--- config.mk ---
export PLATFORM = sky130hd
export DESIGN_NAME = parity_serial_rx
export DESIGN_NICKNAME = d
export VERILOG_FILES = /design/src/rtl/parity_rx_pkg.sv /design/src/rtl/parity_serial_rx.sv
export SDC_FILE = /design/constraint.sdc
export NUM_CORES = 1
export LEC_CHECK = 0
export ABC_AREA = 1
export ABC_CLOCK_PERIOD_IN_PS = 1800
export BUFFER_PORTS_ARGS = -buffer_cell sky130_fd_sc_hd__buf_2
export CAP_MARGIN = 20
export CORE_MARGIN = 8
export CORE_UTILIZATION = 50
export CTS_BUF_LIST = sky130_fd_sc_hd__clkbuf_2
export DETAILED_ROUTE_END_ITERATION = 10
export PLACE_DENSITY = 0.72
export SLEW_MARGIN = 10
export SYNTH_ARGS = -nofsm -noshare
export SYNTH_HDL_FRONTEND = slang
export SYNTH_SLANG_ARGS = --single-unit
--- constraint.sdc ---
create_clock -name clock -period 1.8 [get_ports clock]
set_input_delay 0.18 -clock clock [delete_from_list [all_inputs] [get_ports clock]]
set_output_delay 0.18 -clock clock [all_outputs]
set_load 0.005 [all_outputs]
--- src/rtl/parity_rx_pkg.sv ---
// Shared types and line levels for the parity serial receiver.
package parity_rx_pkg;

    typedef enum logic [1:0] {IDLE, DATA, PARITY, STOP} rx_state_t;

    localparam logic IDLE_LEVEL  = 1'b1;
    localparam logic START_LEVEL = 1'b0;

endpackage

--- src/rtl/parity_serial_rx.sv ---
// Start/data/parity/stop frame receiver with parity and framing checks
// and a saturating count of bad frames.
module parity_serial_rx
    import parity_rx_pkg::*;
#(
    parameter int WIDTH       = 8,
    parameter bit PARITY_ODD  = 1'b0,
    parameter int COUNT_WIDTH = 8
) (
    input  logic                   clock,
    input  logic                   reset,
    input  logic                   bit_en,
    input  logic                   serial_in,
    output logic [WIDTH-1:0]       data_out,
    output logic                   data_valid,
    output logic                   parity_err,
    output logic                   frame_err,
    output logic                   busy,
    output logic [COUNT_WIDTH-1:0] error_count
);

    localparam int CNT_W = (WIDTH > 1) ? $clog2(WIDTH) : 1;
    localparam logic [CNT_W-1:0] LAST_BIT = CNT_W'(WIDTH - 1);

    rx_state_t              state_q, state_d;
    logic [WIDTH-1:0]       shift_q, shift_d;
    logic                   par_q, par_d;
    logic [CNT_W-1:0]       cnt_q, cnt_d;
    logic                   p_err_q, p_err_d;
    logic [WIDTH-1:0]       data_q, data_d;
    logic                   valid_q, valid_d;
    logic                   perr_q, perr_d;
    logic                   ferr_q, ferr_d;
    logic [COUNT_WIDTH-1:0] err_cnt_q, err_cnt_d;

    always_ff @(posedge clock) begin
        if (!reset) begin
            state_q   <= IDLE;
            shift_q   <= '0;
            par_q     <= 1'b0;
            cnt_q     <= '0;
            p_err_q   <= 1'b0;
            data_q    <= '0;
            valid_q   <= 1'b0;
            perr_q    <= 1'b0;
            ferr_q    <= 1'b0;
            err_cnt_q <= '0;
        end else begin
            state_q   <= state_d;
            shift_q   <= shift_d;
            par_q     <= par_d;
            cnt_q     <= cnt_d;
            p_err_q   <= p_err_d;
            data_q    <= data_d;
            valid_q   <= valid_d;
            perr_q    <= perr_d;
            ferr_q    <= ferr_d;
            err_cnt_q <= err_cnt_d;
        end
    end

    // Nothing moves except on a bit strobe; the valid pulse self-clears.
    always_comb begin
        state_d   = state_q;
        shift_d   = shift_q;
        par_d     = par_q;
        cnt_d     = cnt_q;
        p_err_d   = p_err_q;
        data_d    = data_q;
        valid_d   = 1'b0;
        perr_d    = perr_q;
        ferr_d    = ferr_q;
        err_cnt_d = err_cnt_q;
        if (bit_en) begin
            case (state_q)
                IDLE: begin
                    if (serial_in == START_LEVEL) begin
                        state_d = DATA;
                        cnt_d   = '0;
                        par_d   = 1'b0;
                    end
                end
                DATA: begin
                    shift_d[cnt_q] = serial_in;
                    par_d          = par_q ^ serial_in;
                    cnt_d          = cnt_q + CNT_W'(1);
                    if (cnt_q == LAST_BIT) begin
                        state_d = PARITY;
                    end
                end
                PARITY: begin
                    p_err_d = par_q ^ serial_in ^ PARITY_ODD;
                    state_d = STOP;
                end
                STOP: begin
                    data_d  = shift_q;
                    perr_d  = p_err_q;
                    ferr_d  = ~serial_in;
                    valid_d = 1'b1;
                    state_d = IDLE;
                    // Counter sticks at all-ones rather than wrapping.
                    if ((p_err_q | ~serial_in) && (err_cnt_q != '1)) begin
                        err_cnt_d = err_cnt_q + COUNT_WIDTH'(1);
                    end
                end
                default: state_d = IDLE;
            endcase
        end
    end

    assign data_out    = data_q;
    assign data_valid  = valid_q;
    assign parity_err  = perr_q;
    assign frame_err   = ferr_q;
    assign busy        = (state_q != IDLE);
    assign error_count = err_cnt_q;

endmodule

==> impl_results.md, run 1 <==
* Num Clock Sinks at 34
* Initial Util at 0.5164
* Num CTS Buffers at 5
* Initial DRC Count at 67
* Post-route ant nets at 0
* Hold Path Class: in -> reg
* Tot GR Track Use at 0.1302
* Worst-Skew Late Latency at about 0.37 ns
* Mapped Area at between 1500 and 2000 um^2
* Fin cells at 267
* Status: complete, no violations
* Ant diodes at 0
* Synth-to-Final Area Change at 11.15%
* RSZ-0062 raised after global routing: no
* Depth of the CTS H-tree at 2
* Worst r2r src: state_q[0]
* CP Buf/Inv Count at 3
* Most Frequent Cell on Critical Path: inv_1
* Vias in the first global route at 1194
* Drt drc at 0
* Worst setup startpoint: state_q[0]
* Leak pwr at around 0.76 nW
* Post-cts hold buffer count at 0
* Total Wirelength at 3.052 mm
* Die X at a little over 70 um
* GRT Max-Usage Layer: met2
* Power density over the cells at approximately 730 nW/um^2
* DR WL/cell at ~11 um
* Syn Area/Cell at 7.393 um^2
* Chip height at roughly 70 um
* Relative slew slack at 0.7770
* Crit share post-route at 0.8219
* Share of layout cells above drive strength 1 at 0.1624
* Setup Buffers After CTS at 0
* Core Box Area at 2978 um^2
* Largest net degree at the start of global routing at 18
* CP delay by family, top: flip-flops
* Final Slew Violations at 0
* Kind of critical path: reg -> out
* Post-synthesis sequential area ratio at 0.4426
* Number of I/O pins at 24
* I/O Buffers at 23
* Drt via density at slightly above 5
* Final Util at 0.5740
* Via Count at 1355
* Worst-path maximum fanout at 4
* Met2 Resource Use GR at 0.1796
* Initial antenna violation count at 0
* Worst slew pin tran at 0.3330 ns
* FP Rows at 20
* CTS Root Cell: clkbuf_2
* Unique masters post-synth at 23
* CP endpoint kind: output pin
* Fmax at 0.6760 GHz
* First-pass GRT wire length at 5.402 mm
* Total global routing overflow at 0
* Hold_sp: bit_en
* TNS Setup at 0 ns
* Met3 Usage GRT at 0.05300
* Reg clk slew, reported paths at about 0.16 ns
* 1st-pass router iterations at 4
* CTS tree: yes
* Layout Skew at ~0.015 ns
* Final Hold Viols at 0
* Post-DP HPWL at about 2.2 mm
* Clock Path Buffers at 2
* Critical path data required time at between 1.5 and 2 ns
* Critical path's largest stage delay at 0.42 ns
* Cts repair resizes at 0
* Die Area at 5106 um^2
* Tmin final at 1.479 ns
* Worst setup SP type: flip-flop
* Arr. time, crit path at 1.30 ns
* Maxcap violations at 0
* Final GP Congestion at roughly 0.84
* Met1 Usage GRT at 0.1726
* Final setup viols at 0
* Yosys warns at 0
* Dpl cells at between 200 and 300
* Worst VDD drop at 0.4021 mV
* Syn Inst Count at 208
* Post-synthesis net count at 219
* Fin nets at between 200 and 250
* Flops & latches, synth at 34
* CP Cell Sequence: inv_1, ha_1, inv_1, buf_2
* Crit-path slowest cell: dfxtp_1
* Final total power at 1.243 mW
layout make-up:
cell class	instances	area (um^2)
clock buffers	5	25.02
clock inverters	2	10.01
fillers	280	1269
inverters	22	85.08
multi-input cells	147	744.5
flip-flops and latches	34	680.7
well taps	33	41.29
repair buffers	24	122.6
stage by stage:
step	instance area [um^2]	worst slack, ns	hold WS (ns)
final	1709	0.3206	0.1123
after global routing	1709	0.1561	0.06976
after CTS	1709	0.3009	0.08960
after detailed placement	1674	0.4045	0.4658
after global placement	1674	0.4086	0.4561
after floorplan	1538	0.5623	0.3157
flip-flops by register name (all words and copies together), names as in the netlist:
register and flops:
par_q 1, cnt_q 3, error_count 8, state_q 2, frame_err 1, parity_err 1, p_err_q 1, data_out 8
data_valid 1, shift_q 8
path summary, 6_finish.rpt:
kind                                   end  slack [ns]  depth (start not counted)
worst max register to register  state_q[0]        0.36                          7
worst max-delay path                  busy        0.32                          4
worst min-delay path               p_err_q        0.11                          3
worst min register to register  shift_q[7]        0.48                          2
worst min-delay path, stage by stage:
cell      delay, ns
buf_2          0.13
nand2_1        0.08
a211oi_1       0.07
cells in the final DEF (no fill, tap or decap), drive strengths merged:
master and count:
ha 7, buf 24, nand2 36, nand3 13, clkinv 3, xnor2 1, xor2 3, a21oi 19
dfxtp 34, nor2 41, nand4 3, o21ai 21, a211oi 1, nor3 1, clkbuf 5, inv 21
o211ai 1
per-layer routing:
metal,up-vias,routed length [um]
met5,-,0
met4,0,53
met3,6,188
met2,36,1244
met1,585,1566
li1,728,-
cell families after synthesis:
logic type                 count (synthesis)  synth area share
AOI/OAI and AO/OA                         42            0.1473
xor gates and xnor gates                   4           0.02279
adders and majority gates                  7           0.05695
buffers and inverters                     27           0.07323
DFF                                       34            0.4426
and+or+nand+nor                           94            0.2571
cells in the mapped netlist:
cell type   n  area share
nor2_1     39       0.095
dfxtp_1    34        0.44
nand2_1    33       0.081
o21ai_0    21       0.068
inv_1      20       0.049
a21oi_1    18       0.059
nand3_1    13       0.042
ha_1        7       0.057
nand4_1     3       0.012
xor2_1      3       0.017
buf_4       2      0.0098
clkbuf_1    2      0.0049
nand2_2     2      0.0081
nor2_2      2      0.0081
a211oi_1    1      0.0049
a21oi_4     1       0.011
buf_2       1      0.0033
clkinv_1    1      0.0024
inv_4       1      0.0041
nand2_4     1      0.0073
nor3_1      1      0.0033
o211ai_1    1      0.0049
xnor2_1     1      0.0057
power by group:
part	switching (mW)	internal, mW
registers	0.0128	0.772
logic	0.0865	0.0465
clock network	0.241	0.0840
total	0.341	0.902
(Power assumes the default switching activity.)
==> run 2: changes to the inputs <==
--- a/config.mk
+++ b/config.mk
@@ -6,14 +6,14 @@
 export NUM_CORES = 1
 export LEC_CHECK = 0
 export ABC_AREA = 1
-export ABC_CLOCK_PERIOD_IN_PS = 1800
+export ABC_CLOCK_PERIOD_IN_PS = 1200
 export BUFFER_PORTS_ARGS = -buffer_cell sky130_fd_sc_hd__buf_2
 export CAP_MARGIN = 20
 export CORE_MARGIN = 8
 export CORE_UTILIZATION = 50
 export CTS_BUF_LIST = sky130_fd_sc_hd__clkbuf_2
 export DETAILED_ROUTE_END_ITERATION = 10
-export PLACE_DENSITY = 0.72
+export PLACE_DENSITY = 0.74
 export SLEW_MARGIN = 10
 export SYNTH_ARGS = -nofsm -noshare
 export SYNTH_HDL_FRONTEND = slang
==> constraint.sdc (replaced) <==
create_clock -name clock -period 1.2 [get_ports clock]
set_input_delay 0.12 -clock clock [delete_from_list [all_inputs] [get_ports clock]]
set_output_delay 0.12 -clock clock [all_outputs]
set_load 0.005 [all_outputs]
==> impl_results.md, run 2 (same netlist as run 1, synthesis figures left out) <==
* Internal at between 1.5 and 2 mW
* Kind of critical path: reg -> out
* Chip height at 71.46 um
* Dpl ws at -0.1493 ns
* Final Hold Viols at 0
* Final Slew Violations at 0
* Layout Skew at around 0.024 ns
* Hold path cells at 3
* Die X at slightly above 70 um
* Final WS setup at -0.2025 ns
* Worst slew pin tran at ~0.31 ns
* Synth-to-Final Area Change at 43.78%
* Leak pwr at 0.9952 nW
* Worst-Skew Late Latency at around 0.40 ns
* DR WL/cell at 14.65 um
* Critical path's largest stage delay at 0.40 ns
* Num CTS Buffers at 5
* Combinational Power Share at 0.209
* Relative slew slack at 0.7957
* Hold_sp: bit_en
* CP delay by family, top: flip-flops
* CTS Root Cell: clkbuf_2
* Fin nets at 278
* Drt via density at ~5.3
* Worst r2r src: state_q[0]
* Final GP Congestion at 0.8428
* Psw at 655.2 uW
* Initial DRC Count at 135
* Worst-path maximum fanout at 3
* Power density over the cells at between 900 and 1000 nW/um^2
* Worst setup SP type: flip-flop
* Failing checks: setup timing
* Crit share post-route at 1.169
* FP Rows at 20
* Ant diodes at 0
* Dpl cells at 281
* Crit-path slowest cell: dfxtp_2
* 1st-pass router iterations at 4
* Number of I/O pins at 24
* Drt drc at 0
* Total Wirelength at 4.411 mm
* Most common cell after layout, fill and taps aside: dfxtp_1
* Clk pwr share at 0.247
* Fraction of power consumed by sequential logic at 0.543
* RSZ-0062 raised after global routing: yes
* Critical path data required time at between 1 and 1.5 ns
* Initial Util at 0.5164
* CP endpoint kind: output pin
* Via Count at 1594
* Largest net degree at the start of global routing at 19
* Tmin final at approximately 1.4 ns
* Worst VDD drop at roughly 0.8 mV
* Commonest non-fill, non-tap cells in the layout: dfxtp_1, nand2_1, nor2_1, buf_4, buf_2
* Core Box Area at 2978 um^2
* Fin cells at 301
* Initial antenna violation count at 0
* CTS tree: yes
* TNS Setup at -4.016 ns
* Tot GR Track Use at 0.1559
* Flop2flop setup slack at -0.20 ns
* First-pass GRT wire length at around 6.5 mm
* Clock Path Buffers at 2
* Arr. time, crit path at 1.28 ns
* Post-cts hold buffer count at 0
* Final total power at 2.177 mW
* Maxcap violations at 0
* Share of layout cells above drive strength 1 at 0.4328
* Sw frac at 0.3010
* Post-route ant nets at 0
* Fmax at 0.7130 GHz
* Hold slack at 0.07736 ns
* Num Clock Sinks at 34
* Most Frequent Cell on Critical Path: buf_6
* Status: finished, violations left
* Worst r2r dst: error_count[4]
* Total global routing overflow at 0
* Hold Path Class: in -> reg
* Depth of the CTS H-tree at 2
* Hold Crit Endpoint: p_err_q
* I/O Buffers at 23
* CP Cell Sequence: inv_4, ha_4, buf_6, inv_2, buf_6
* Reg clk slew, reported paths at 0.19 ns
* Die Area at just over 5000 um^2
* Filler cells at between 200 and 250
* Register-to-Register Path Depth at 8
* Final setup viols at 32
* CP Buf/Inv Count at 4
* Post-DP HPWL at 2.447 mm
* Vias in the first global route at 1449
run 2: cell types whose count changed in the layout (fill, tap and decap cells not counted), sizes merged:
cell,before,now
buf,24,57
clkbuf,5,6
run 2: metal layers:
layer	global-route usage	share of wire	wire length [um]	up-vias
met3	0.05300	0.059	259	14
met5	0	0	0	-
li1	-	-	-	788
met1	0.1800	0.43	1913	745
met2	0.2551	0.48	2123	47
met4	0.06803	0.026	115	0
run 2: how the worst max path moves through the flow:
stage / startpoint / to / cells after the start
finish: state_q[1] / busy / 5
global route: state_q[1] / par_q / 7
CTS: state_q[0] / busy / 5
detailed placement: state_q[0] / par_q / 7
global placement: state_q[0] / cnt_q[1] / 7
floorplan: state_q[1] / shift_q[0] / 7
run 2: power by group through the flow:
stage	sequential (mW)	combinational, mW	clock, mW
after global routing	1.19	0.490	0.580
after CTS	1.18	0.349	0.531
after global placement	1.20	0.254	0
final	1.18	0.456	0.538
after detailed placement	1.20	0.258	0
after floorplan	1.20	0.142	0
run 2: tightest hold or removal path, stage by stage:
cell and delay (ns):
buf_2 0.15, nand2_2 0.12, a211oi_2 0.07
run 2: metrics by stage:
step                      utilization  instance area (um^2)
after detailed placement       0.6210                  1849
after floorplan                     -                  1545
after CTS                      0.6794                  2023
after global placement         0.6210                  1849
final                          0.7424                  2211
after global routing           0.7424                  2211
run 2: repair_timing:
item | CTS | global route
pin swaps | 8 | 19
endpoints found under the setup margin | 27 | 33
resized for setup | 35 | 47
buffers inserted | 7 | 5
run 2: layout make-up:
class                      instances  area (um^2)  area share
multi-input combinational        147        932.1      0.4216
sequential                        34        686.9      0.3107
timing repair buffer              57        419.2      0.1896
inverter                          22        92.59     0.04188
tap                               33        41.29     0.01868
clock buffer                       6        30.03     0.01358
clock inverter                     2        8.758    0.003962
==> run 3: changes to the inputs <==
--- a/config.mk
+++ b/config.mk
@@ -10,10 +10,11 @@
 export BUFFER_PORTS_ARGS = -buffer_cell sky130_fd_sc_hd__buf_2
 export CAP_MARGIN = 20
 export CORE_MARGIN = 8
-export CORE_UTILIZATION = 50
+export CORE_UTILIZATION = 52
 export CTS_BUF_LIST = sky130_fd_sc_hd__clkbuf_2
 export DETAILED_ROUTE_END_ITERATION = 10
-export PLACE_DENSITY = 0.74
+export PLACE_DENSITY = 0.77
+export RECOVER_POWER = 50
 export SLEW_MARGIN = 10
 export SYNTH_ARGS = -nofsm -noshare
 export SYNTH_HDL_FRONTEND = slang
==> impl_results.md, run 3 (same netlist as run 1, synthesis figures left out) <==
* Initial Util at 0.5529
* Worst r2r src: state_q[0]
* TNS Setup at -4.113 ns
* Die Area at around 5000 um^2
* Clock Path Buffers at 2
* Tot GR Track Use at 0.1712
* Arr. time, crit path at approximately 1.8 ns
* Flop2flop setup slack at -0.24 ns
* Post-cts hold buffer count at 0
* Sw frac at 0.2729
* Internal at 1.969 mW
* Post-DP HPWL at 2.582 mm
* Status: finished, violations left
* Tmin final at 1.444 ns
* Failing checks: setup timing
* Maxcap violations at 0
* Hold slack at 0.04856 ns
* Worst setup path endpoint: error_count[7]
* Initial antenna violation count at 0
* Worst-Skew Late Latency at 0.40 ns
* Placed cell area at 1854 um^2
* Reg clk slew, reported paths at 0.19 ns
* Worst slew pin tran at 0.3979 ns
* Chip height at 70.38 um
* Depth of the CTS H-tree at 2
* Kind of critical path: reg -> reg
* Commonest non-fill, non-tap cells in the layout: dfxtp_1, nand2_1, nor2_1
* Core Box Area at 2781 um^2
* Fin nets at roughly 280
* Final Hold Viols at 0
* CP endpoint kind: flip-flop
* Hold Path Class: in -> reg
* Total Wirelength at 5.805 mm
* Drt via density at around 6.0
* Psw at 738.9 uW
* Hold path cells at 2
* Relative slew slack at 0.7331
* I/O Buffers at 23
* Layout Skew at between 0.03 and 0.04 ns
* Crit share post-route at 1.203
* Register-to-Register Path Depth at 8
* Synth-to-Final Area Change at 59.15%
* Combinational Power Share at 0.196
* Final total power at 2.708 mW
* Worst-path maximum fanout at 6
* Num CTS Buffers at 5
* Ant diodes at 0
* FP Rows at 19
* First-pass GRT wire length at 6.948 mm
* CTS tree: yes
* Worst setup startpoint: state_q[0]
* Fmax at 0.6927 GHz
* Drt drc at 0
* Share of layout cells above drive strength 1 at 0.5431
* RSZ-0062 raised after global routing: yes
* 1st-pass router iterations at 5
* Most common cell after layout, fill and taps aside: dfxtp_1
* Vias in the first global route at ~1500
* Via Count at 1775
* Final GP Congestion at 0.8629
* Final setup viols at 33
* Leak pwr at 1.012 nW
* Clk pwr share at 0.365
* Worst setup SP type: flip-flop
* Worst VDD drop at 1.267 mV
* Final WS setup at -0.2437 ns
* Critical path data required time at roughly 1.5 ns
* Post-route ant nets at 0
* Design Area, Final at 2447 um^2
* Total global routing overflow at 0
* Initial DRC Count at between 150 and 200
* Final Slew Violations at 0
* DR WL/cell at 19.48 um
* Number of I/O pins at 24
* Fraction of power consumed by sequential logic at 0.439
* Power density over the cells at 1107 nW/um^2
* Largest net degree at the start of global routing at 17
* Worst r2r dst: error_count[7]
* Die X at approximately 70 um
* CTS Root Cell: clkbuf_2
* Num Clock Sinks at 34
run 3: changes by cell type in the layout (fill, tap and decap cells not counted), moves of 6 or more:
cell,previous run,this run
nand3_2,0,7
o21ai_0,7,1
o21ai_2,2,12
a21oi_1,12,6
a21oi_2,6,12
buf_4,25,19
nand3_1,13,5
run 3: routing by layer:
metal,GRT usage,vias up,part of all wire
li1,-,791,-
met1,0.1871,838,0.37
met2,0.2787,118,0.51
met3,0.06497,28,0.087
met4,0.09152,0,0.033
met5,0,-,0
run 3: critical path: stages, from the launching register on:
cell	delay [ns]
dfxtp_2	0.39
buf_6	0.13
ha_4	0.14
nand2_4	0.06
a21oi_4	0.23
nand2_4	0.13
nor2_2	0.13
nor2_1	0.07
nor2_1	0.11
run 3: worst min-delay path by stage:
stage / startpoint / to / slack, ns
floorplan: reset / error_count[1] / 0.25
global placement: serial_in / frame_err / 0.43
detailed placement: serial_in / frame_err / 0.44
CTS: serial_in / frame_err / 0.02
global route: serial_in / frame_err / 0.008
finish: serial_in / frame_err / 0.05
run 3: per-stage QoR:
| stage | cells | setup WS (ns) | utilization |
|---|---|---|---|
| CTS | 295 | -0.1310 | 0.7544 |
| floorplan | 208 | -0.01402 | - |
| global placement | 280 | -0.07376 | 0.6667 |
| global route | 298 | -0.2471 | 0.8799 |
| finish | 298 | -0.2437 | 0.8799 |
| detailed placement | 280 | -0.1264 | 0.6667 |
run 3: layout make-up:
class | instances | area (um^2)
clock buffer | 5 | 25.02
clock inverter | 3 | 63.81
fill | 134 | 334.1
inverter | 22 | 95.09
multi-input combinational | 147 | 1087
sequential | 34 | 686.9
tap | 31 | 38.79
timing repair buffer | 56 | 450.4
run 3: what timing repair did:
item | 4_1_cts | 5_1_grt
buffers inserted | 7 | 3
pin swaps | 12 | 26
gates resized for setup | 45 | 86
gates cloned | 0 | 1
endpoints found under the setup margin | 25 | 34
run 3: power by group through the flow:
stage / sequential [mW] / clock [mW] / combinational, mW
after floorplan: 1.20 / 0 / 0.142
after global placement: 1.20 / 0 / 0.258
after detailed placement: 1.20 / 0 / 0.262
after CTS: 1.18 / 0.957 / 0.367
after global routing: 1.19 / 1.03 / 0.558
final: 1.19 / 0.989 / 0.531
